### config.mk
export PLATFORM = sky130hd
export DESIGN_NAME = decode_stage
export DESIGN_NICKNAME = d
export VERILOG_FILES = /design/src/rtl/decode_pkg.sv /design/src/rtl/slot_decoder.sv /design/src/rtl/decode_stage.sv
export SDC_FILE = /design/constraint.sdc
export NUM_CORES = 1
export LEC_CHECK = 0
export ABC_AREA = 1
export CAP_MARGIN = 10
export CORE_MARGIN = 2
export CORE_UTILIZATION = 35
export DETAILED_ROUTE_END_ITERATION = 7
export PLACE_DENSITY_LB_ADDON = 0.08
export SLEW_MARGIN = 5
export SYNTH_ARGS = -nofsm -noshare
export SYNTH_HDL_FRONTEND = slang
export SYNTH_SLANG_ARGS = --single-unit
### constraint.sdc
create_clock -name clk -period 3.6 [get_ports clk]
set_input_delay 0.72 -clock clk [delete_from_list [all_inputs] [get_ports clk]]
set_output_delay 0.72 -clock clk [all_outputs]
set_load 0.01 [all_outputs]
### src/rtl/decode_pkg.sv
// Shared types and encodings for the decode stage: RV32 opcodes, ALUOp classes
// and the per-slot decoded record held in the output buffer.
package decode_pkg;

   localparam logic [6:0] OpcOpImm  = 7'b0010011;
   localparam logic [6:0] OpcLui    = 7'b0110111;
   localparam logic [6:0] OpcOp     = 7'b0110011;
   localparam logic [6:0] OpcLoad   = 7'b0000011;
   localparam logic [6:0] OpcStore  = 7'b0100011;
   localparam logic [6:0] OpcBranch = 7'b1100011;
   localparam logic [6:0] OpcJalr   = 7'b1100111;
   localparam logic [6:0] OpcAuipc  = 7'b0010111;
   localparam logic [6:0] OpcJal    = 7'b1101111;

   localparam logic [2:0] AluMem    = 3'b000;
   localparam logic [2:0] AluBranch = 3'b001;
   localparam logic [2:0] AluReg    = 3'b010;
   localparam logic [2:0] AluImm    = 3'b011;
   localparam logic [2:0] AluLui    = 3'b100;
   localparam logic [2:0] AluAuipc  = 3'b101;
   localparam logic [2:0] AluJalr   = 3'b110;
   localparam logic [2:0] AluJal    = 3'b111;

   typedef struct packed {
      logic [4:0] rs1;
      logic [4:0] rs2;
      logic [4:0] rd;
      logic [2:0] aluop;
      logic [6:0] opcode;
      logic       fu_alu;
      logic       fu_mem;
      logic       uses_rs1;
      logic       uses_rs2;
      logic       writes_rd;
      logic       illegal;
   } decoded_slot_t;

   localparam int unsigned SlotBits = $bits(decoded_slot_t);

endpackage

### src/rtl/slot_decoder.sv
// Combinational decode of one RV32 instruction slot into a decoded_slot_t record.
// Invalid slots produce an all-zero record; unknown opcodes only raise illegal.
module slot_decoder
   import decode_pkg::*;
#(
   parameter int unsigned EXT_JUMPS = 0
) (
   input  logic [31:0]         i_instr,
   input  logic                i_valid,
   output logic [SlotBits-1:0] o_slot
);

   decoded_slot_t w_dec;
   logic          w_legal;
   logic          w_use_rs1;
   logic          w_use_rs2;
   logic          w_use_rd;
   logic          w_mem;
   logic [2:0]    w_aluop;
   logic          w_unused;

   // funct3/funct7 do not affect this stage's outputs
   assign w_unused = ^{i_instr[31:25], i_instr[14:12]};

   always_comb begin
      w_legal   = 1'b1;
      w_use_rs1 = 1'b0;
      w_use_rs2 = 1'b0;
      w_use_rd  = 1'b0;
      w_mem     = 1'b0;
      w_aluop   = AluMem;
      case (i_instr[6:0])
         OpcOpImm:  begin w_use_rs1 = 1'b1; w_use_rd = 1'b1; w_aluop = AluImm; end
         OpcLui:    begin w_use_rd = 1'b1; w_aluop = AluLui; end
         OpcOp:     begin
            w_use_rs1 = 1'b1; w_use_rs2 = 1'b1; w_use_rd = 1'b1; w_aluop = AluReg;
         end
         OpcLoad:   begin w_use_rs1 = 1'b1; w_use_rd = 1'b1; w_mem = 1'b1; end
         OpcStore:  begin w_use_rs1 = 1'b1; w_use_rs2 = 1'b1; w_mem = 1'b1; end
         OpcBranch: begin w_use_rs1 = 1'b1; w_use_rs2 = 1'b1; w_aluop = AluBranch; end
         OpcJalr:   begin w_use_rs1 = 1'b1; w_use_rd = 1'b1; w_aluop = AluJalr; end
         OpcAuipc:  begin w_legal = (EXT_JUMPS != 0); w_use_rd = 1'b1; w_aluop = AluAuipc; end
         OpcJal:    begin w_legal = (EXT_JUMPS != 0); w_use_rd = 1'b1; w_aluop = AluJal; end
         default:   w_legal = 1'b0;
      endcase
   end

   always_comb begin
      w_dec = '0;
      if (i_valid) begin
         if (w_legal) begin
            w_dec.rs1       = w_use_rs1 ? i_instr[19:15] : 5'd0;
            w_dec.rs2       = w_use_rs2 ? i_instr[24:20] : 5'd0;
            w_dec.rd        = w_use_rd  ? i_instr[11:7]  : 5'd0;
            w_dec.aluop     = w_aluop;
            w_dec.opcode    = i_instr[6:0];
            w_dec.fu_alu    = 1'b1;
            w_dec.fu_mem    = w_mem;
            w_dec.uses_rs1  = w_use_rs1;
            w_dec.uses_rs2  = w_use_rs2;
            w_dec.writes_rd = w_use_rd && (i_instr[11:7] != 5'd0);
         end else begin
            w_dec.illegal   = 1'b1;
         end
      end
   end

   assign o_slot = w_dec;

endmodule

### src/rtl/decode_stage.sv
// Registered decode stage: decodes a bundle of DECODE_WIDTH slots and holds decoded
// bundles in a 2-entry FIFO so in_ready depends only on registered state.
module decode_stage
   import decode_pkg::*;
#(
   parameter int unsigned DECODE_WIDTH = 2,
   parameter int unsigned EXT_JUMPS    = 0
) (
   input  logic                      clk,
   input  logic                      rst_n,
   input  logic                      i_flush,
   input  logic                      i_in_valid,
   output logic                      o_in_ready,
   input  logic [32*DECODE_WIDTH-1:0] i_in_instr,
   input  logic [DECODE_WIDTH-1:0]   i_in_slot_valid,
   input  logic [31:0]               i_in_pc,
   output logic                      o_out_valid,
   input  logic                      i_out_ready,
   output logic [DECODE_WIDTH-1:0]   o_out_slot_valid,
   output logic [5*DECODE_WIDTH-1:0] o_out_rs1,
   output logic [5*DECODE_WIDTH-1:0] o_out_rs2,
   output logic [5*DECODE_WIDTH-1:0] o_out_rd,
   output logic [3*DECODE_WIDTH-1:0] o_out_aluop,
   output logic [7*DECODE_WIDTH-1:0] o_out_opcode,
   output logic [DECODE_WIDTH-1:0]   o_out_fu_alu,
   output logic [DECODE_WIDTH-1:0]   o_out_fu_mem,
   output logic [DECODE_WIDTH-1:0]   o_out_uses_rs1,
   output logic [DECODE_WIDTH-1:0]   o_out_uses_rs2,
   output logic [DECODE_WIDTH-1:0]   o_out_writes_rd,
   output logic [DECODE_WIDTH-1:0]   o_out_illegal,
   output logic [31:0]               o_out_pc
);

   logic [SlotBits-1:0]     w_dec_flat [DECODE_WIDTH];
   decoded_slot_t           r_data     [2][DECODE_WIDTH];
   logic [DECODE_WIDTH-1:0] r_sv       [2];
   logic [31:0]             r_pc       [2];
   logic [1:0]              r_count;
   logic                    r_wptr;
   logic                    r_rptr;
   logic                    w_push;
   logic                    w_pop;

   assign o_in_ready  = (r_count != 2'd2);
   assign o_out_valid = (r_count != 2'd0);
   // A bundle offered during flush is dropped, never stored
   assign w_push      = i_in_valid && o_in_ready && !i_flush;
   assign w_pop       = o_out_valid && i_out_ready;

   always_ff @(posedge clk or negedge rst_n) begin
      if (!rst_n) begin
         r_count <= 2'd0;
         r_wptr  <= 1'b0;
         r_rptr  <= 1'b0;
      end else if (i_flush) begin
         r_count <= 2'd0;
         r_wptr  <= 1'b0;
         r_rptr  <= 1'b0;
      end else begin
         r_wptr <= r_wptr ^ w_push;
         r_rptr <= r_rptr ^ w_pop;
         if (w_push && !w_pop) begin
            r_count <= r_count + 2'd1;
         end else if (!w_push && w_pop) begin
            r_count <= r_count - 2'd1;
         end
      end
   end

   // Payload needs no reset: outputs are gated by out_valid
   always_ff @(posedge clk) begin
      if (w_push) begin
         r_sv[r_wptr] <= i_in_slot_valid;
         r_pc[r_wptr] <= i_in_pc;
         for (int unsigned i = 0; i < DECODE_WIDTH; i++) begin
            r_data[r_wptr][i] <= decoded_slot_t'(w_dec_flat[i]);
         end
      end
   end

   assign o_out_pc = o_out_valid ? r_pc[r_rptr] : 32'd0;

   for (genvar g = 0; g < DECODE_WIDTH; g++) begin : g_slot
      decoded_slot_t w_head;

      slot_decoder #(
         .EXT_JUMPS (EXT_JUMPS)
      ) u_dec (
         .i_instr (i_in_instr[32*g +: 32]),
         .i_valid (i_in_slot_valid[g]),
         .o_slot  (w_dec_flat[g])
      );

      assign w_head                     = o_out_valid ? r_data[r_rptr][g] : '0;
      assign o_out_slot_valid[g]        = o_out_valid && r_sv[r_rptr][g];
      assign o_out_rs1[5*g +: 5]        = w_head.rs1;
      assign o_out_rs2[5*g +: 5]        = w_head.rs2;
      assign o_out_rd[5*g +: 5]         = w_head.rd;
      assign o_out_aluop[3*g +: 3]      = w_head.aluop;
      assign o_out_opcode[7*g +: 7]     = w_head.opcode;
      assign o_out_fu_alu[g]            = w_head.fu_alu;
      assign o_out_fu_mem[g]            = w_head.fu_mem;
      assign o_out_uses_rs1[g]          = w_head.uses_rs1;
      assign o_out_uses_rs2[g]          = w_head.uses_rs2;
      assign o_out_writes_rd[g]         = w_head.writes_rd;
      assign o_out_illegal[g]           = w_head.illegal;
   end

endmodule

==> qor.yml, run 1 <==
run_status:
  outcome: "finished clean"
placed_design:
  place_ws_ns: 0.822
  port-buffer-count: 180
  gp_congestion: 0.850
  place_area_um2: 10500
  place_hpwl_um: 12900
  dp_cells: 1214
layout:
  fin_area_um2: 11000
  final-instance-count-excl-fill: 1246
  fin_nets: 1019
  n_antenna_cell: 0
  nFillCells: 2143
  finish.utilization_pct: 47.3
  final_layout_size_suffix_gt1_share_pct: 9.28
  layout-area-overhead-vs-synth_pct: 33.8
grt:
  grt_max_degree: 97
  overflow: 0
  antenna_found_initial: 1
  grt_pass1_vias: 5986
  track_usage_pct: 16.5
  grt_first_pass_wirelength_um: 31200
cts:
  clkSinkCount: 196
  hold_buffers: 0
  ctsResizeCount: 0
  cts-root-buf: "clkbuf_16"
  h-tree-depth: 4
  cts_buffer_depth: 2
  clkLatencyLatePin_ns: 0.42
  clkSlewWorstSetupHoldPaths_ns: 0.07
  cts_tree: "yes"
  cts_buffers: 17
  postCtsSetupBuffers: 0
routing:
  drt-total-wl_um: 20200
  vias: 5847
  first_pass_iters: 4
  drc: 0
  ant_nets: 0
  drt_iter0_drc: 330
  wl_per_cell_um: 16.2
  vias_per_cell: 4.69
die:
  die_area_um2: 24800
  coreArea_um2: 23300
  num_rows: 56
  initial_core_util_pct: 35.4
  die_x_um: 158
  dieHeight_um: 158
  io_pins: 201
critical_path:
  crit_family: "buffers and inverters"
  endpoint_kind: "output pin"
  crit_required_ns: 2.88
  cp_max_fo: 23
  cpMaxStageDelayCell: "clkdlybuf4s50_1"
  cp_slowest_stage_delay_ns: 0.58
  rr_endpoint: "r_data[1][44]$_DFFE_PP_"
  crit_buf_inv: 3
  r2r-start: "r_count[0]$_DFFE_PN0P_"
  crit_type: "reg2out"
  crit_chain: "clkinv_2 -> buf_4 -> nand2_1 -> a21oi_1 -> clkdlybuf4s50_1"
  arrival_ns: 2.41
  startpoint: "r_rptr$_DFF_PN0_"
  reg2reg_slack_ns: 1.45
  worstRegToRegCells: 6
  cp-start-kind: "register"
logic_synthesis:
  synth_common_cells: "nand2_1 (231), edfxtp_1 (192), a21oi_1 (98)"
  syn_area_um2: 8250
  synth-warning-count: 0
  synth_adder_area_share_pct: 0.303
  synth_area_leaders: "edfxtp_1 (70%), nand2_1 (11%), a21oi_1 (5.9%), inv_1 (2.5%), nor2_1 (2.2%)"
  post_synth_mux_area_share_pct: 0
  yosys_most_used_dff: "edfxtp_1"
  yosysUniqueCellTypes: 28
  syn-mean-instance-area_um2: 11.3
  ys_async_sr_fraction_pct: 2.04
  seq_area_frac_synth_pct: 71.1
  synth_compound_area_share_pct: 6.54
  synth-seq-cells: 196
  yosysTopAreaCellShare_pct: 69.9
  synth_top_family_by_area: "simple AND/OR/NAND/NOR gates"
  syn-instance-count: 733
  synth_xor_xnor_area_share_pct: 0
  synth.most_common_cell: "nand2_1"
  yosys.area.top_type: "edfxtp_1"
  synth-edff-count: 192
  synthSimpleGateAreaFrac_pct: 17.3
power:
  p_total_mw: 5.61
  ir_drop_uv: 294
  p_per_area_nw_per_um2: 508
  p_leak_nw: 4.06
worst_hold_path:
  hold_class: "in2async"
sta:
  finalCritPeriodShare_pct: 87.0
  fin_ws_ns: 0.467
  slew_headroom_pct: 58.7
  final-max-slew-violation-count: 0
  hold_violations: 0
  tightest_slew_ns: 0.620
  rsz0062_at_grt: "no"
  setup_viol: 0
  tns_ns: 0
  hold_slack_ns: 0.510
  clock_skew_ns: 0.0103
  timing.final.crit_period_ns: 3.13
  clock.fmax_mhz: 319
run:
  maxCapViolCount: 0
[area by class of cell]
class                   count  area (um2)  area share [%]
clock buffers              18         429            3.89
clock inverters            14         103           0.930
inverters                  61         230            2.09
multi-input cells         446        2040            18.5
flip-flops and latches    196        5870            53.2
well taps                 319         399            3.62
repair buffers            192        1970            17.8
[layout by cell type, fill, tap and decap left out, types with 9 or more instances in the layout]
master | netlist | routed
nand2_1 | 231 | 231
edfxtp_1 | 192 | 192
clkdlybuf4s50_1 | 0 | 180
a21oi_1 | 98 | 98
inv_1 | 54 | 54
nor2_1 | 48 | 48
clkbuf_16 | 0 | 17
nor2_2 | 16 | 15
nand3_1 | 11 | 11
nand2_2 | 9 | 9
[worst max path at each step]
stage	end	slack (ns)	cells after the start
3_3_place_gp	o_out_opcode[4]	0.83	5
4_1_cts	o_out_opcode[4]	0.37	5
5_1_grt	o_out_opcode[4]	0.31	5
6_report	o_out_opcode[4]	0.47	5
2_1_floorplan	r_data[1][0]$_DFFE_PP_	-0.12	3
3_5_place_dp	r_data[0][43]$_DFFE_PP_	0.82	5
[cells by family (layout without fill, tap and decap cells)]
logic type      Yosys count  after routing
simple gates            334            334
flops                   196            196
buf+inv                  94            285
fa+ha+maj                 2              2
compound gates          106            106
other cells               1              4
[flip-flops by register name, indices dropped and copies added, names as in the netlist]
signal / count
r_count: 2
r_pc: 64
r_sv: 4
r_wptr: 1
r_rptr: 1
r_data: 124
[routing by layer]
| layer | global-route usage [%] | up-vias | part of all wire [%] |
|---|---|---|---|
| met5 | 0 | - | 0.064 |
| met4 | 5.02 | 2 | 1.1 |
| met3 | 3.80 | 14 | 5.7 |
| met2 | 27.7 | 159 | 48 |
| met1 | 21.3 | 2848 | 45 |
| li1 | - | 2824 | - |
[power by group]
| part | leakage, nW | total, mW | switching, mW | internal, mW |
|---|---|---|---|---|
| clock | 0.248 | 1.73 | 0.843 | 0.890 |
| sequential | 1.74 | 2.64 | 0.0311 | 2.61 |
| combinational | 2.08 | 1.23 | 0.661 | 0.568 |
| total | 4.06 | 5.61 | 1.53 | 4.07 |
[worst register-to-register path, delay by kind of cell, from the launching register on]
kind                     cells  cell delay, ns
adder cells (fa/ha/maj)      1            0.47
AND/OR/NAND/NOR              3            0.51
flip-flops                   1            0.43
buffers and inverters        2            0.42
(Power assumes the default switching activity.)
==> run 2, diff against run 1 <==
CORE_ASPECT_RATIO = 0.5   (was unset)
==> run 2 against run 1 <==
Against the previous run: register-to-register slack better by 0.12 ns; via count fell by 2.8%; clock skew decreased by 0.0029 ns; non-clock buffer count stayed put; power barely moved; critical path type unchanged.
==> qor.yml, run 2 (same netlist as run 1, synthesis figures left out) <==
run_status:
  outcome: "finished clean"  # unchanged
critical_path:
  crit_chain: "clkinv_2 -> buf_4 -> nand2_1 -> a21oi_1 -> clkdlybuf4s50_1"  # unchanged
  endpoint_kind: "output pin"  # unchanged
  cp-start-kind: "register"  # unchanged
  cp_slowest_stage_delay_ns: 0.56  # was 0.58 ns
  cp_max_fo: 23  # unchanged
  reg2reg_slack_ns: 1.57  # was 1.45 ns
  crit_type: "reg2out"  # unchanged
  arrival_ns: 2.40  # was 2.41 ns
  cpMaxStageDelayCell: "clkdlybuf4s50_1"  # unchanged
  crit_required_ns: 2.88  # about the same
sta:
  tightest_slew_ns: 0.504  # was 0.620 ns
  clock.fmax_mhz: 320  # was 319 MHz
  rsz0062_at_grt: "no"  # unchanged
  clock_skew_ns: 0.00739  # was 0.0103 ns
  setup_viol: 0  # unchanged
  slew_headroom_pct: 66.4  # was 58.7%
  finalCritPeriodShare_pct: 86.7  # was 87.0%
  hold_violations: 0  # unchanged
  final-max-slew-violation-count: 0  # unchanged
  timing.final.crit_period_ns: 3.12  # was 3.13 ns
  hold_slack_ns: 0.491  # was 0.510 ns
cts:
  hold_buffers: 0  # unchanged
  postCtsSetupBuffers: 0  # unchanged
  cts_tree: "yes"  # unchanged
  clkSinkCount: 196  # unchanged
  cts_buffers: 17  # unchanged
  clkLatencyLatePin_ns: 0.44  # was 0.42 ns
  ctsResizeCount: 0  # unchanged
  cts_buffer_depth: 2  # unchanged
  cts-root-buf: "clkbuf_16"  # unchanged
  h-tree-depth: 4  # unchanged
  clkSlewWorstSetupHoldPaths_ns: 0.07  # about the same
layout:
  nFillCells: 2092  # was 2143
  largest_register_ffs: 124  # unchanged
  final_cell_mix: "nand2_1 (231), edfxtp_1 (192), clkdlybuf4s50_1 (180), a21oi_1 (98), inv_1 (54)"  # unchanged
  fin_area_um2: 11000  # about the same
  largest_register: "r_data"  # unchanged
  final-instance-count-excl-fill: 1234  # was 1246
  layout-area-overhead-vs-synth_pct: 33.8  # about the same
  top_regs: "r_data (124), r_pc (64), r_sv (4)"  # unchanged
  final_layout_size_suffix_gt1_share_pct: 8.74  # was 9.28%
  n_antenna_cell: 0  # unchanged
  fin_nets: 1019  # unchanged
  final_common_cell: "nand2_1"  # unchanged
  finish.utilization_pct: 48.0  # was 47.3%
placed_design:
  place_hpwl_um: 12000  # was 12900 um
  gp_congestion: 0.826  # was 0.850
  port-buffer-count: 180  # unchanged
  dp_cells: 1202  # was 1214
  place_area_um2: 10500  # about the same
power:
  ir_drop_uv: 276  # was 294 uV
  p_total_mw: 5.61  # about the same
  seqPwrFrac_pct: 47.1  # about the same
  power.switching_mw: 1.49  # was 1.53 mW
  power.switching_fraction_pct: 26.5  # was 27.4%
  clockPowerShare_pct: 30.8  # was 30.9%
  combPwrFrac_pct: 22.1  # was 21.9%
  p_per_area_nw_per_um2: 508  # about the same
  p_int_mw: 4.12  # was 4.07 mW
  p_leak_nw: 4.08  # was 4.06 nW
routing:
  first_pass_iters: 6  # was 4
  drt_iter0_drc: 311  # was 330
  drc: 0  # unchanged
  ant_nets: 0  # unchanged
  vias_per_cell: 4.61  # was 4.69
  wl_per_cell_um: 15.7  # was 16.2 um
  vias: 5684  # was 5847
  drt-total-wl_um: 19400  # was 20200 um
grt:
  overflow: 0  # unchanged
  grt_first_pass_wirelength_um: 29400  # was 31200 um
  grt_max_degree: 97  # unchanged
  grt_pass1_vias: 5488  # was 5986
  antenna_found_initial: 0  # was 1
  track_usage_pct: 15.6  # was 16.5%
worst_hold_path:
  hold_class: "in2async"  # unchanged
die:
  dieHeight_um: 113  # was 158 um
  io_pins: 201  # unchanged
  num_rows: 39  # was 56
  die_area_um2: 24900  # was 24800 um2
  die_x_um: 221  # was 158 um
  initial_core_util_pct: 35.9  # was 35.4%
  coreArea_um2: 23000  # was 23300 um2
run:
  maxCapViolCount: 0  # unchanged
## run 2: changes by cell type in the layout (fill, tap and decap cells not counted)
cell        change
buf_12          +2
buf_4           -2
bufinv_16       +1
clkinv_1        +5
clkinv_2        +2
clkinv_4        -1
clkinvlp_4      -4
inv_6           -2
inv_8           -1
## run 2: final timing paths
path | from | to | depth (start not counted)
worst max-delay path | r_rptr$_DFF_PN0_ | o_out_pc[28] | 5
worst min-delay path | rst_n | r_rptr$_DFF_PN0_ | 1
worst max register to register | r_count[0]$_DFFE_PN0P_ | r_data[0][9]$_DFFE_PP_ | 6
worst min register to register | r_count[1]$_DFFE_PN0P_ | r_count[1]$_DFFE_PN0P_ | 2
max in group asynchronous | rst_n | r_rptr$_DFF_PN0_ | 1
min in group clk | r_count[1]$_DFFE_PN0P_ | r_count[1]$_DFFE_PN0P_ | 2
## run 2: worst max-delay path: cells and delay by family, from the launching register on
family,cells,cell delay [ns]
DFF,1,0.49
buffers and inverters,3,1.22
AOI/OAI and AO/OA,1,0.17
and+or+nand+nor,1,0.07
## run 2: power groups by stage
stage / combinational (mW) / clock (mW) / sequential, mW
detailed placement: 1.26 / 0 / 2.69
global placement: 1.27 / 0 / 2.69
floorplan: 0.542 / 0 / 2.69
finish: 1.24 / 1.73 / 2.64
global route: 1.34 / 1.87 / 2.65
CTS: 1.27 / 1.78 / 2.64
## run 2: layout make-up
type	instances	area (um2)	share of cell area, %
clock inverters	14	93.8	0.850
well taps	307	384	3.48
flip-flops and latches	196	5870	53.2
multi-input cells	446	2040	18.5
inverters	61	230	2.09
repair buffers	192	1990	18.0
clock buffers	18	429	3.89
## run 2: metrics by stage
step	TNS, ns	setup slack (ns)
after floorplan	-22.80	-0.119
after global placement	0	0.896
after detailed placement	0	0.887
after CTS	0	0.387
after global routing	0	0.317
final	0	0.479
## run 2: metal layers
layer	track usage (%)	part of all wire (%)
met1	20.0	45
met2	25.8	49
met3	4.48	4.6
met4	4.88	1.5
met5	0	0
==> run 3, diff against run 2 <==
SKIP_CTS_REPAIR_TIMING = 1   (was unset)
==> results of run 3 <==
No change in the layout: final DEF, timing and power equal those of run 2.
